$ cat src/rtl/solver_arbiter.sv
// Round-robin scheduler sharing one 3-colouring solver among NREQ requesters.
// Define SOLVER_ARB_TIMEOUT_EN to compile in the watchdog and its RECOVER state.
module solver_arbiter #(
    parameter int          NREQ    = 4,
    parameter int          IDW     = 2,
    parameter logic [15:0] TIMEOUT = 16'd20000
) (
    input  logic            clk,
    input  logic            reset,
    input  logic [NREQ-1:0] req,
    output logic [NREQ-1:0] resp_valid,
    output logic            resp_success,
    output logic            resp_timeout,
    output logic [17:0]     resp_colouring,
    output logic [15:0]     resp_cycles,
    output logic            busy,
    output logic [IDW-1:0]  owner,
    output logic            slv_start,
    output logic            slv_reset,
    input  logic            slv_done,
    input  logic            slv_success,
    input  logic [17:0]     slv_colouring
);

    typedef enum logic [2:0] {
        S_IDLE, S_LAUNCH, S_WAIT, S_RESPOND, S_RECOVER
    } state_t;

    state_t          state_q, state_d;
    logic [IDW-1:0]  ptr_q, ptr_d;
    logic [IDW-1:0]  owner_q, owner_d;
    logic [15:0]     cnt_q, cnt_d, cnt_inc;
    logic            succ_q, succ_d;
    logic            tmo_q, tmo_d;
    logic [17:0]     col_q, col_d;
    logic [15:0]     cyc_q, cyc_d;
    logic            gnt_found;
    logic [IDW-1:0]  gnt_idx, cand;

    // First requester above the last served one wins.
    always_comb begin
        gnt_found = 1'b0;
        gnt_idx   = '0;
        cand      = '0;
        for (int i = 1; i <= NREQ; i++) begin
            cand = IDW'((int'(ptr_q) + i) % NREQ);
            if (!gnt_found && req[cand]) begin
                gnt_found = 1'b1;
                gnt_idx   = cand;
            end
        end
    end

    always_comb begin
        state_d = state_q;
        ptr_d   = ptr_q;
        owner_d = owner_q;
        cnt_d   = cnt_q;
        succ_d  = succ_q;
        tmo_d   = tmo_q;
        col_d   = col_q;
        cyc_d   = cyc_q;
        cnt_inc = (cnt_q == 16'hFFFF) ? cnt_q : cnt_q + 16'd1;
        case (state_q)
            S_IDLE: begin
                if (gnt_found) begin
                    owner_d = gnt_idx;
                    cnt_d   = '0;
                    state_d = S_LAUNCH;
                end
            end
            // slv_done may still be high from the previous job here; ignore it.
            S_LAUNCH: begin
                cnt_d   = cnt_inc;
                state_d = S_WAIT;
            end
            S_WAIT: begin
                cnt_d = cnt_inc;
                if (slv_done) begin
                    succ_d  = slv_success;
                    col_d   = slv_colouring;
                    tmo_d   = 1'b0;
                    cyc_d   = cnt_inc;
                    state_d = S_RESPOND;
                end
`ifdef SOLVER_ARB_TIMEOUT_EN
                else if (cnt_inc == TIMEOUT) begin
                    state_d = S_RECOVER;
                end
`endif
            end
`ifdef SOLVER_ARB_TIMEOUT_EN
            S_RECOVER: begin
                succ_d  = 1'b0;
                col_d   = '0;
                tmo_d   = 1'b1;
                cyc_d   = cnt_q;
                state_d = S_RESPOND;
            end
`endif
            S_RESPOND: begin
                ptr_d   = owner_q;
                state_d = S_IDLE;
            end
            default: state_d = S_IDLE;
        endcase
    end

    always_ff @(posedge clk) begin
        if (reset) begin
            state_q <= S_IDLE;
            ptr_q   <= IDW'(NREQ - 1);
            owner_q <= '0;
            cnt_q   <= '0;
            succ_q  <= 1'b0;
            tmo_q   <= 1'b0;
            col_q   <= '0;
            cyc_q   <= '0;
        end else begin
            state_q <= state_d;
            ptr_q   <= ptr_d;
            owner_q <= owner_d;
            cnt_q   <= cnt_d;
            succ_q  <= succ_d;
            tmo_q   <= tmo_d;
            col_q   <= col_d;
            cyc_q   <= cyc_d;
        end
    end

    assign resp_valid     = (state_q == S_RESPOND) ? (NREQ'(1) << owner_q) : '0;
    assign resp_success   = succ_q;
    assign resp_timeout   = tmo_q;
    assign resp_colouring = col_q;
    assign resp_cycles    = cyc_q;
    assign busy           = (state_q != S_IDLE);
    assign owner          = owner_q;
    assign slv_start      = (state_q == S_LAUNCH) || (state_q == S_WAIT);

`ifdef SOLVER_ARB_TIMEOUT_EN
    assign slv_reset = reset || (state_q == S_RECOVER);
`else
    logic unused_timeout;
    assign unused_timeout = ^TIMEOUT;
    assign slv_reset      = reset;
`endif

endmodule

$ cat config.mk
export PLATFORM = sky130hd
export DESIGN_NAME = solver_arbiter
export DESIGN_NICKNAME = d
export VERILOG_FILES = /design/src/rtl/solver_arbiter.sv
export SDC_FILE = /design/constraint.sdc
export NUM_CORES = 1
export LEC_CHECK = 0
export CORE_MARGIN = 4
export CORE_UTILIZATION = 49
export CTS_CLUSTER_DIAMETER = 100
export DETAILED_ROUTE_END_ITERATION = 12
export PLACE_DENSITY = 0.8
export SETUP_SLACK_MARGIN = 0.02
export SYNTH_ARGS = -nofsm -noshare
export SYNTH_HDL_FRONTEND = slang
export SYNTH_SLANG_ARGS = --single-unit
$ cat constraint.sdc
create_clock -name clk -period 5.6 [get_ports clk]
set_input_delay 0.56 -clock clk [delete_from_list [all_inputs] [get_ports clk]]
set_output_delay 0.56 -clock clk [all_outputs]
set_load 0.01 [all_outputs]
; ---- Word level (Yosys, flattened, before mapping)
; Index checks and enable logic that the tools add are counted.
; Widths: inputs -> output; s select.
[classes]
add_sub_neg = 5
n_lt_le_gt_ge = 4
n_eq_ne = 6
n_shift = 1
muxes = 23
reduce_logical = 15
[ops]
columns = op, n
row1 = $mux 16, 2
row2 = $pmux 16 s2, 1
row3 = $add 16x1->16 const B, 1
row4 = $eq 16x16->1 const B, 1
row5 = $lt 2x3->1 const B, 4
row6 = $pmux 3 s3, 1
row7 = $bmux 1 s2, 4
row8 = $mux 1, 8
row9 = $mux 2, 4
row10 = $reduce_and 2->1, 4
row11 = $eq 3x2->1 const B, 2
row12 = $mux 3, 2
row13 = $add 2x1->2 const B, 2
row14 = $add 2x2->2 const B, 2
row15 = $mux 4, 1
row16 = $ne 2x2->1 const B, 2
row17 = $shl 1x2->4 const A, 1
row18 = $eq 3x1->1 const B, 1
row19 = $logic_and 1x1->1, 3
row20 = $logic_not 1->1, 3
row21 = $logic_not 3->1, 1
row22 = $reduce_bool 3->1, 1
row23 = $reduce_bool 2->1, 1
row24 = $reduce_or 2->1, 1
row25 = $logic_or 1x1->1, 1
[totals]
ff_bits = 58
inputBits = 26
out_inout_bits = 45

; ---- Logic depth before layout (Yosys ltp)
; Gate-level depths: netlist of the first run.
[depth]
depth_word = 15
mapped_depth = 7
ltp_nobuf = 6

; ---- Least setup slack after synthesis of the first run
; OpenSTA, ideal clock, no wires.
[synth_timing]
kind = register -> register
startpoint = register cnt_q[1]
endpoint = register cnt_q[1]
setup_time_ns = 0.132
arrival_time_ns = 1.759
t_required_ns = 5.468
setup_slack_ns = 3.709
stages_incl_launch_ff = 7
n_path_buf = 1
cell_sequence = dfxtp_1 -> ha_1 -> nand3_2 -> or4_1 -> buf_2 -> a32oi_1 -> a21oi_1
[synth_via]
elab_chain_cells = 3
[synth_rtl]
columns = element, line_no
row1 = start: declaration, 32  ; logic [15:0] cnt_q, cnt_d, cnt_inc;
row2 = start signal: assignment, 123  ; cnt_q <= cnt_d;
row3 = $add 16x1->16 or $eq 16x16->1 (tied branches), 63  ; cnt_inc = (cnt_q == 16'hFFFF) ? cnt_q : cnt_q + 16'd1;
row4 = $mux 16 *, 63
row5 = $pmux 16 s2 *, 64  ; case (state_q)
; Every way passes the cells marked *; elsewhere a longest branch is shown, timed or not.
; A chain may end at the register's enable or synchronous reset.

; ---- Worst setup path after layout of the first run
[layout_timing]
startpoint = input port reset
endpoint = output port slv_reset
[layout_rtl]
columns = element, line_no
row1 = start: declaration, 9  ; input logic reset,
row2 = end: declaration, 19  ; output logic slv_reset,
; No word-level cell between the ends.

==> qor.txt, run 1 <==
Critical path capture point type -> output pin
Via/cell ratio -> 6.10
Initial DRC count -> 214
Max incr delay on CP -> 0.61 ns
CTS buffer count -> 9
Largest area contributor in the netlist -> dfxtp_1
Placed insts -> 472
Die width -> 84.3 um
Detailed Place HPWL -> 5490 um
Fin. Hold Viols -> 0
Fmax -> 0.396 GHz
Top post-synthesis cells by count -> nand2_1, dfxtp_1, a21oi_1
Largest net degree at the start of global routing -> 35
Max Cap Viol -> 0
First-pass GRT wire length -> 13200 um
Top cells by area, synth -> dfxtp_1, nand2_1, a21oi_1, o21ai_0, a31oi_1
Synth top area share -> 40.0%
Initial core utilization -> 51.2%
Row count -> 27
Crit path max-delay family -> buffers and inverters
Die area -> 7110 um^2
Pre-CTS setup slack -> 3.05 ns
Synthesized area -> 2850 um^2
CTS clk-pin slew, worst paths -> 0.06 ns
Slew @ Worst Pin -> 1.01 ns
Vias in the first global route -> 2717
Setup crit start kind -> input pin
Antenna-violating nets left -> 0
Final wirelength -> 8000 um
Io pins -> 71
Count leader, synth -> nand2_1
Synth unique cells -> 61
Synthesized area per cell -> 8.04 um^2
Hold Buf Count CTS -> 0
EDFF count, synth -> 0
DP Area -> 3540 um^2
Input/output buffers -> 69
DR WL/cell -> 16.4 um
# setup viols final -> 0
Setup repair bufs after CTS -> 0
Worst-path cell chain -> clkdlybuf4s50_1, buf_4, clkdlybuf4s50_1
Post-route DRC -> 0
Grt ovf -> 0
Nets@finish -> 441
Power per cell area -> 343 nW/um^2
Worst Skew -> 0.00900 ns
Root Buffer -> clkbuf_8
Sequential share of the synthesized area -> 40.0%
Critical path peak fanout -> 34
Final period utilization -> 45.1%
RSZ-0062 raised after global routing -> false
Max Root-Sink Buffers -> 2
CTS H-tree lvls -> 3
Worst vdd ir -> 0.168 mV
# diodes -> 0
Share of layout cells above drive strength 1 -> 6.73%
Area grow syn2layout -> 31.2%
Most used cell, CP -> clkdlybuf4s50_1
Status -> completed
FFs w/ async S/R, synth -> 0%
Clock Sinks -> 57
Count of cells resized by post-cts repair -> 0
Buffers & Inverters on Critical Path -> 3
CP arrival -> 1.97 ns
WS Path Type -> input pin to output pin
Initial antenna violation count -> 0
Worst min-delay path class -> flip-flop to flip-flop
Worst-Skew Late Latency -> 0.33 ns
Critical-path top delay cell -> clkdlybuf4s50_1
Core outline area -> 5570 um^2
GRT Util Overall -> 22.7%
Max-slew violation count -> 0
Net count after synthesis -> 385
Post-Layout Inst Area -> 3740 um^2
Critical Path RT -> 5.04 ns
1st-pass router iterations -> 5
Min Tclk post-route -> 2.53 ns
GP Congestion -> 0.847
Final setup margin -> 3.07 ns
Seq cells post-synth -> 57
Syn Inst Count -> 355
CTS tree -> yes
Die height -> 84.3 um
Relative slew margins -> 32.4%
Primary FF master, synth -> dfxtp_1
Leakage power -> 1.29 nW
Setup_tns -> 0 ns
Final std cells w/o fill -> 488
Vias -> 2976
YS warnings -> 0
tightest hold or removal path: stages (launching register included):
cell	delay, ns
dfxtp_1	0.31
nand2_1	0.05
a21oi_1	0.05
flip-flops by register name, indices dropped and copies added, names as in the netlist:
| signal | flops |
|---|---|
| resp_colouring | 18 |
| owner | 2 |
| resp_success | 1 |
| ptr_q | 2 |
| resp_cycles | 16 |
| state_q | 2 |
| cnt_q | 16 |
cells by family (layout without fill, tap and decap cells):
logic type,Yosys count,count (layout),synth area share [%]
muxes,5,5,2.19
DFF,57,57,40.0
adders and majority gates,4,4,1.75
buffers and inverters,35,96,5.26
AOI/OAI and AO/OA,112,112,24.6
and+or+nand+nor,139,139,25.5
other,1,1,0.131
xor gates and xnor gates,2,2,0.614
worst paths after layout:
path                            slack [ns]            start  depth (start not counted)         endpoint
worst min-delay path                  0.45  resp_cycles[11]                          2  resp_cycles[11]
worst min register to register        0.45  resp_cycles[11]                          2  resp_cycles[11]
worst max register to register        3.19         cnt_q[0]                          5         cnt_q[9]
worst max-delay path                  3.07            reset                          3        slv_reset
routing by layer:
metal / wire (um) / track usage (%) / up-vias
met5: 0 / 0 / -
met4: 179 / 8.48 / 0
met3: 656 / 6.77 / 23
met2: 3510 / 34.6 / 160
met1: 3660 / 30.2 / 1372
li1: - / - / 1421
power breakdown:
part / leakage (nW) / switching (W) / internal (W)
Combinational: 0.726 / 0.000219 / 0.000179
Clock: 0.107 / 0.000155 / 0.000242
Sequential: 0.462 / 0.0000395 / 0.000451
through the flow:
stage / utilization [%] / total power [W] / hold WS, ns
after floorplan: - / 0.000728 / 0.475
after global placement: 63.5 / 0.000881 / 0.441
after detailed placement: 63.5 / 0.000892 / 0.447
after CTS: 67.2 / 0.00129 / 0.453
after global routing: 67.2 / 0.00135 / 0.471
final: 67.2 / 0.00128 / 0.450
layout make-up:
type / count / area [um^2]
Inverter: 8 / 30.0
Multi-Input combinational cell: 263 / 1560
Sequential cell: 57 / 1140
Clock buffer: 14 / 173
Timing Repair Buffer: 72 / 713
Fill cell: 487 / 1830
Clock inverter: 2 / 35.0
Tap cell: 72 / 90.1
placed cells by master (no fill, tap or decap), drive strengths merged, types with 2 or more instances in the layout:
| cell | n |
|---|---|
| or4 | 3 |
| xnor2 | 2 |
| nand4 | 6 |
| o21ai | 21 |
| and4 | 2 |
| and3 | 5 |
| nand3 | 16 |
| nor2 | 12 |
| nand2 | 65 |
| or3 | 4 |
| clkbuf | 14 |
| nand4b | 2 |
| dfxtp | 57 |
| buf | 3 |
| nand2b | 2 |
| nor4 | 7 |
| ha | 4 |
| and3b | 2 |
| a22oi | 2 |
| inv | 8 |
| a21oi | 39 |
| a211oi | 4 |
| a31oi | 13 |
| a32oi | 2 |
| nor2b | 3 |
| o31ai | 6 |
| nor3 | 4 |
| mux2i | 5 |
| o311ai | 3 |
| and2 | 3 |
| a41oi | 4 |
| a21boi | 2 |
| clkdlybuf4s50 | 69 |
| o211ai | 4 |
Note: power is estimated with default switching activity, not from simulation.
==> inputs of run 2 (changes only) <==
Clock period 5.6 ns to 2.5 ns, I/O delays scaled along.
==> run 2 against run 1 <==
Effect of this change:
- sequential power rose by 120%
- critical endpoint is now cnt_q[1]
- count of clock-buffer cells in the layout decreased by 4
- total power is 120% higher
- critical path depth increased by 2
- flip-flop and latch count is the same
- hold slack better by 0.0018 ns
- highest routed layer unchanged
- largest power group unchanged
- die area did not move
- critical path type is now flip-flop to flip-flop
- final cell count grew 1.2%
- utilization up 0.76 points
==> qor.txt, run 2 (same netlist as run 1, synthesis figures left out) <==
Status -> completed
Final wirelength -> 7920 um (-1.0%)
GRT Util Overall -> 22.6% (-0.061 points)
Hold EP -> resp_colouring[8]
CTS tree -> yes
CTS H-tree lvls -> 3 (unchanged)
Antenna-violating nets left -> 0 (unchanged)
Fmax -> 0.453 GHz
# diodes -> 0 (unchanged)
Max-slew violation count -> 0 (unchanged)
Hold Buf Count CTS -> 0 (unchanged)
Worst min-delay path class -> input pin to flip-flop
# setup viols final -> 0 (unchanged)
Detailed Place HPWL -> 5650 um (+2.9%)
Post-Layout Inst Area -> 3790 um^2 (+1.1%)
Core outline area -> 5570 um^2 (unchanged)
Min Tclk post-route -> 2.21 ns
Clock Sinks -> 57 (unchanged)
Setup repair bufs after CTS -> 0 (unchanged)
Critical path capture point type -> flip-flop
GP Congestion -> 0.897 (+5.8%)
Root Buffer -> clkbuf_8
Reg2reg start -> cnt_q[1]
Layout fillers -> 482 (-1.0%)
Final period utilization -> 88.4%
Internal -> 0.00191 W (+120%)
Count of cells resized by post-cts repair -> 0 (unchanged)
Die width -> 84.3 um (unchanged)
Worst-Skew Late Latency -> 0.34 ns (about the same)
Grt ovf -> 0 (unchanged)
Worst vdd ir -> 0.542 mV (+220%)
Post-route DRC -> 0 (unchanged)
R2r worst-path depth -> 5 (unchanged)
WS Path Type -> flip-flop to flip-flop
Max reg flops -> 18 (unchanged)
DR WL/cell -> 16.0 um (-2.2%)
RSZ-0062 raised after global routing -> false
Leakage power -> 1.32 nW (+1.7%)
Critical Path RT -> 2.73 ns (-2.31 ns)
Share of layout cells above drive strength 1 -> 8.53% (+1.8 points)
Hold Startpoint -> slv_colouring[8]
Vias in the first global route -> 2678 (-1.4%)
Die area -> 7110 um^2 (unchanged)
Initial core utilization -> 51.2% (unchanged)
Via/cell ratio -> 5.98 (-1.9%)
Worst R2R Setup Slack -> 0.29 ns (-2.90 ns)
Setup crit start kind -> flip-flop
DP Area -> 3580 um^2 (+1.3%)
Max Root-Sink Buffers -> 2 (unchanged)
Nets@finish -> 447 (+1.4%)
Area grow syn2layout -> 32.7%
CTS clk-pin slew, worst paths -> 0.07 ns (about the same)
Power per cell area -> 758 nW/um^2 (+120%)
Max Cap Viol -> 0 (unchanged)
Hold Slack -> 0.452 ns (+0.00177 ns)
P_sw -> 0.000959 W (+130%)
Fin. Hold Viols -> 0 (unchanged)
Initial antenna violation count -> 0 (unchanged)
Row count -> 27 (unchanged)
Initial DRC count -> 220 (+2.8%)
Sequential power share -> 37.9% (-0.3 points)
Vias -> 2956 (-0.67%)
Input/output buffers -> 69 (unchanged)
Reg-to-reg endpoint -> cnt_q[1]
Die height -> 84.3 um (unchanged)
Net Sw Frac -> 33.4% (+1.3 points)
Io pins -> 71 (unchanged)
First-pass GRT wire length -> 13000 um (-1.0%)
1st-pass router iterations -> 5 (unchanged)
Combinational power share -> 31.8% (+0.8 points)
Critical path peak fanout -> 10 (-71%)
Worst Hold Path Cells -> 3 (+1)
Worst Skew -> 0.00767 ns (-0.00133 ns)
Setup_tns -> 0 ns (unchanged)
CTS buffer count -> 9 (unchanged)
Slew @ Worst Pin -> 0.631 ns (-0.381 ns)
Most frequent cells in the layout -> clkdlybuf4s50_1, nand2_1, dfxtp_1, a21oi_1, o21ai_0
Commonest non-fill, non-tap cell in the layout -> clkdlybuf4s50_1
Relative slew margins -> 57.4% (+25 points)
CP arrival -> 2.44 ns (+0.47 ns)
Largest net degree at the start of global routing -> 26 (-26%)
Clock share of power -> 30.3% (-0.6 points)
-- run 2: cell types whose count changed in the layout (fill, tap and decap cells not counted) --
cell        delta
clkinvlp_4     +2
clkinv_4       +2
clkbuf_1       -2
buf_4          +6
clkbuf_8       -2
-- run 2: through the flow --
step	total power, W	std cells	utilization [%]	setup WS, ns
after global routing	0.00303	494	67.9	0.161
after detailed placement	0.00201	478	64.3	0.276
final	0.00287	494	67.9	0.290
after CTS	0.00289	494	67.9	0.328
after floorplan	0.00163	355	-	0.609
after global placement	0.00199	478	64.3	0.363
-- run 2: power groups by stage --
stage / combinational (W) / clock, W / sequential [W]
2_1_floorplan: 0.000505 / 0 / 0.00113
3_3_place_gp: 0.000886 / 0 / 0.00110
4_1_cts: 0.000911 / 0.000891 / 0.00109
6_report: 0.000913 / 0.000869 / 0.00109
3_5_place_dp: 0.000905 / 0 / 0.00111
5_1_grt: 0.000989 / 0.000943 / 0.00110
-- run 2: area by class of cell --
class / instances / area [um^2] / share of cell area, %
Sequential cell: 57 / 1140 / 30.1
Clock inverter: 6 / 67.6 / 1.78
Multi-Input combinational cell: 263 / 1560 / 41.3
Clock buffer: 10 / 138 / 3.63
Tap cell: 72 / 90.1 / 2.38
Inverter: 8 / 30.0 / 0.793
Timing Repair Buffer: 78 / 758 / 20.0
-- run 2: worst max-delay path by stage --
| stage | cells past startpoint | to | slack [ns] | start |
|---|---|---|---|---|
| after floorplan | 6 | cnt_q[1] | 0.61 | cnt_q[1] |
| after global placement | 5 | cnt_q[4] | 0.36 | req[3] |
| after detailed placement | 5 | cnt_q[4] | 0.28 | req[3] |
| after CTS | 5 | cnt_q[1] | 0.33 | cnt_q[1] |
| after global routing | 5 | cnt_q[1] | 0.16 | cnt_q[1] |
| final | 5 | cnt_q[1] | 0.29 | cnt_q[1] |
-- run 2: layer usage --
metal	up-vias	track usage [%]	share of wire (%)
met1	1367	29.7	46
met2	147	35.7	45
met4	0	6.87	1.0
met3	9	6.87	7.7
met5	-	0	0
li1	1433	-	-
-- run 2: critical path: stages, from the launching register on --
cell and delay [ns]:
dfxtp_1 0.44, ha_1 0.31, nand3_2 0.22, or4_1 0.77, a32oi_1 0.27, a21oi_1 0.08
==> inputs of run 3 (changes only) <==
Settings changed: SKIP_LAST_GASP set to 1.
==> results of run 3 <==
No change in the layout: final DEF, timing and power equal those of run 2.
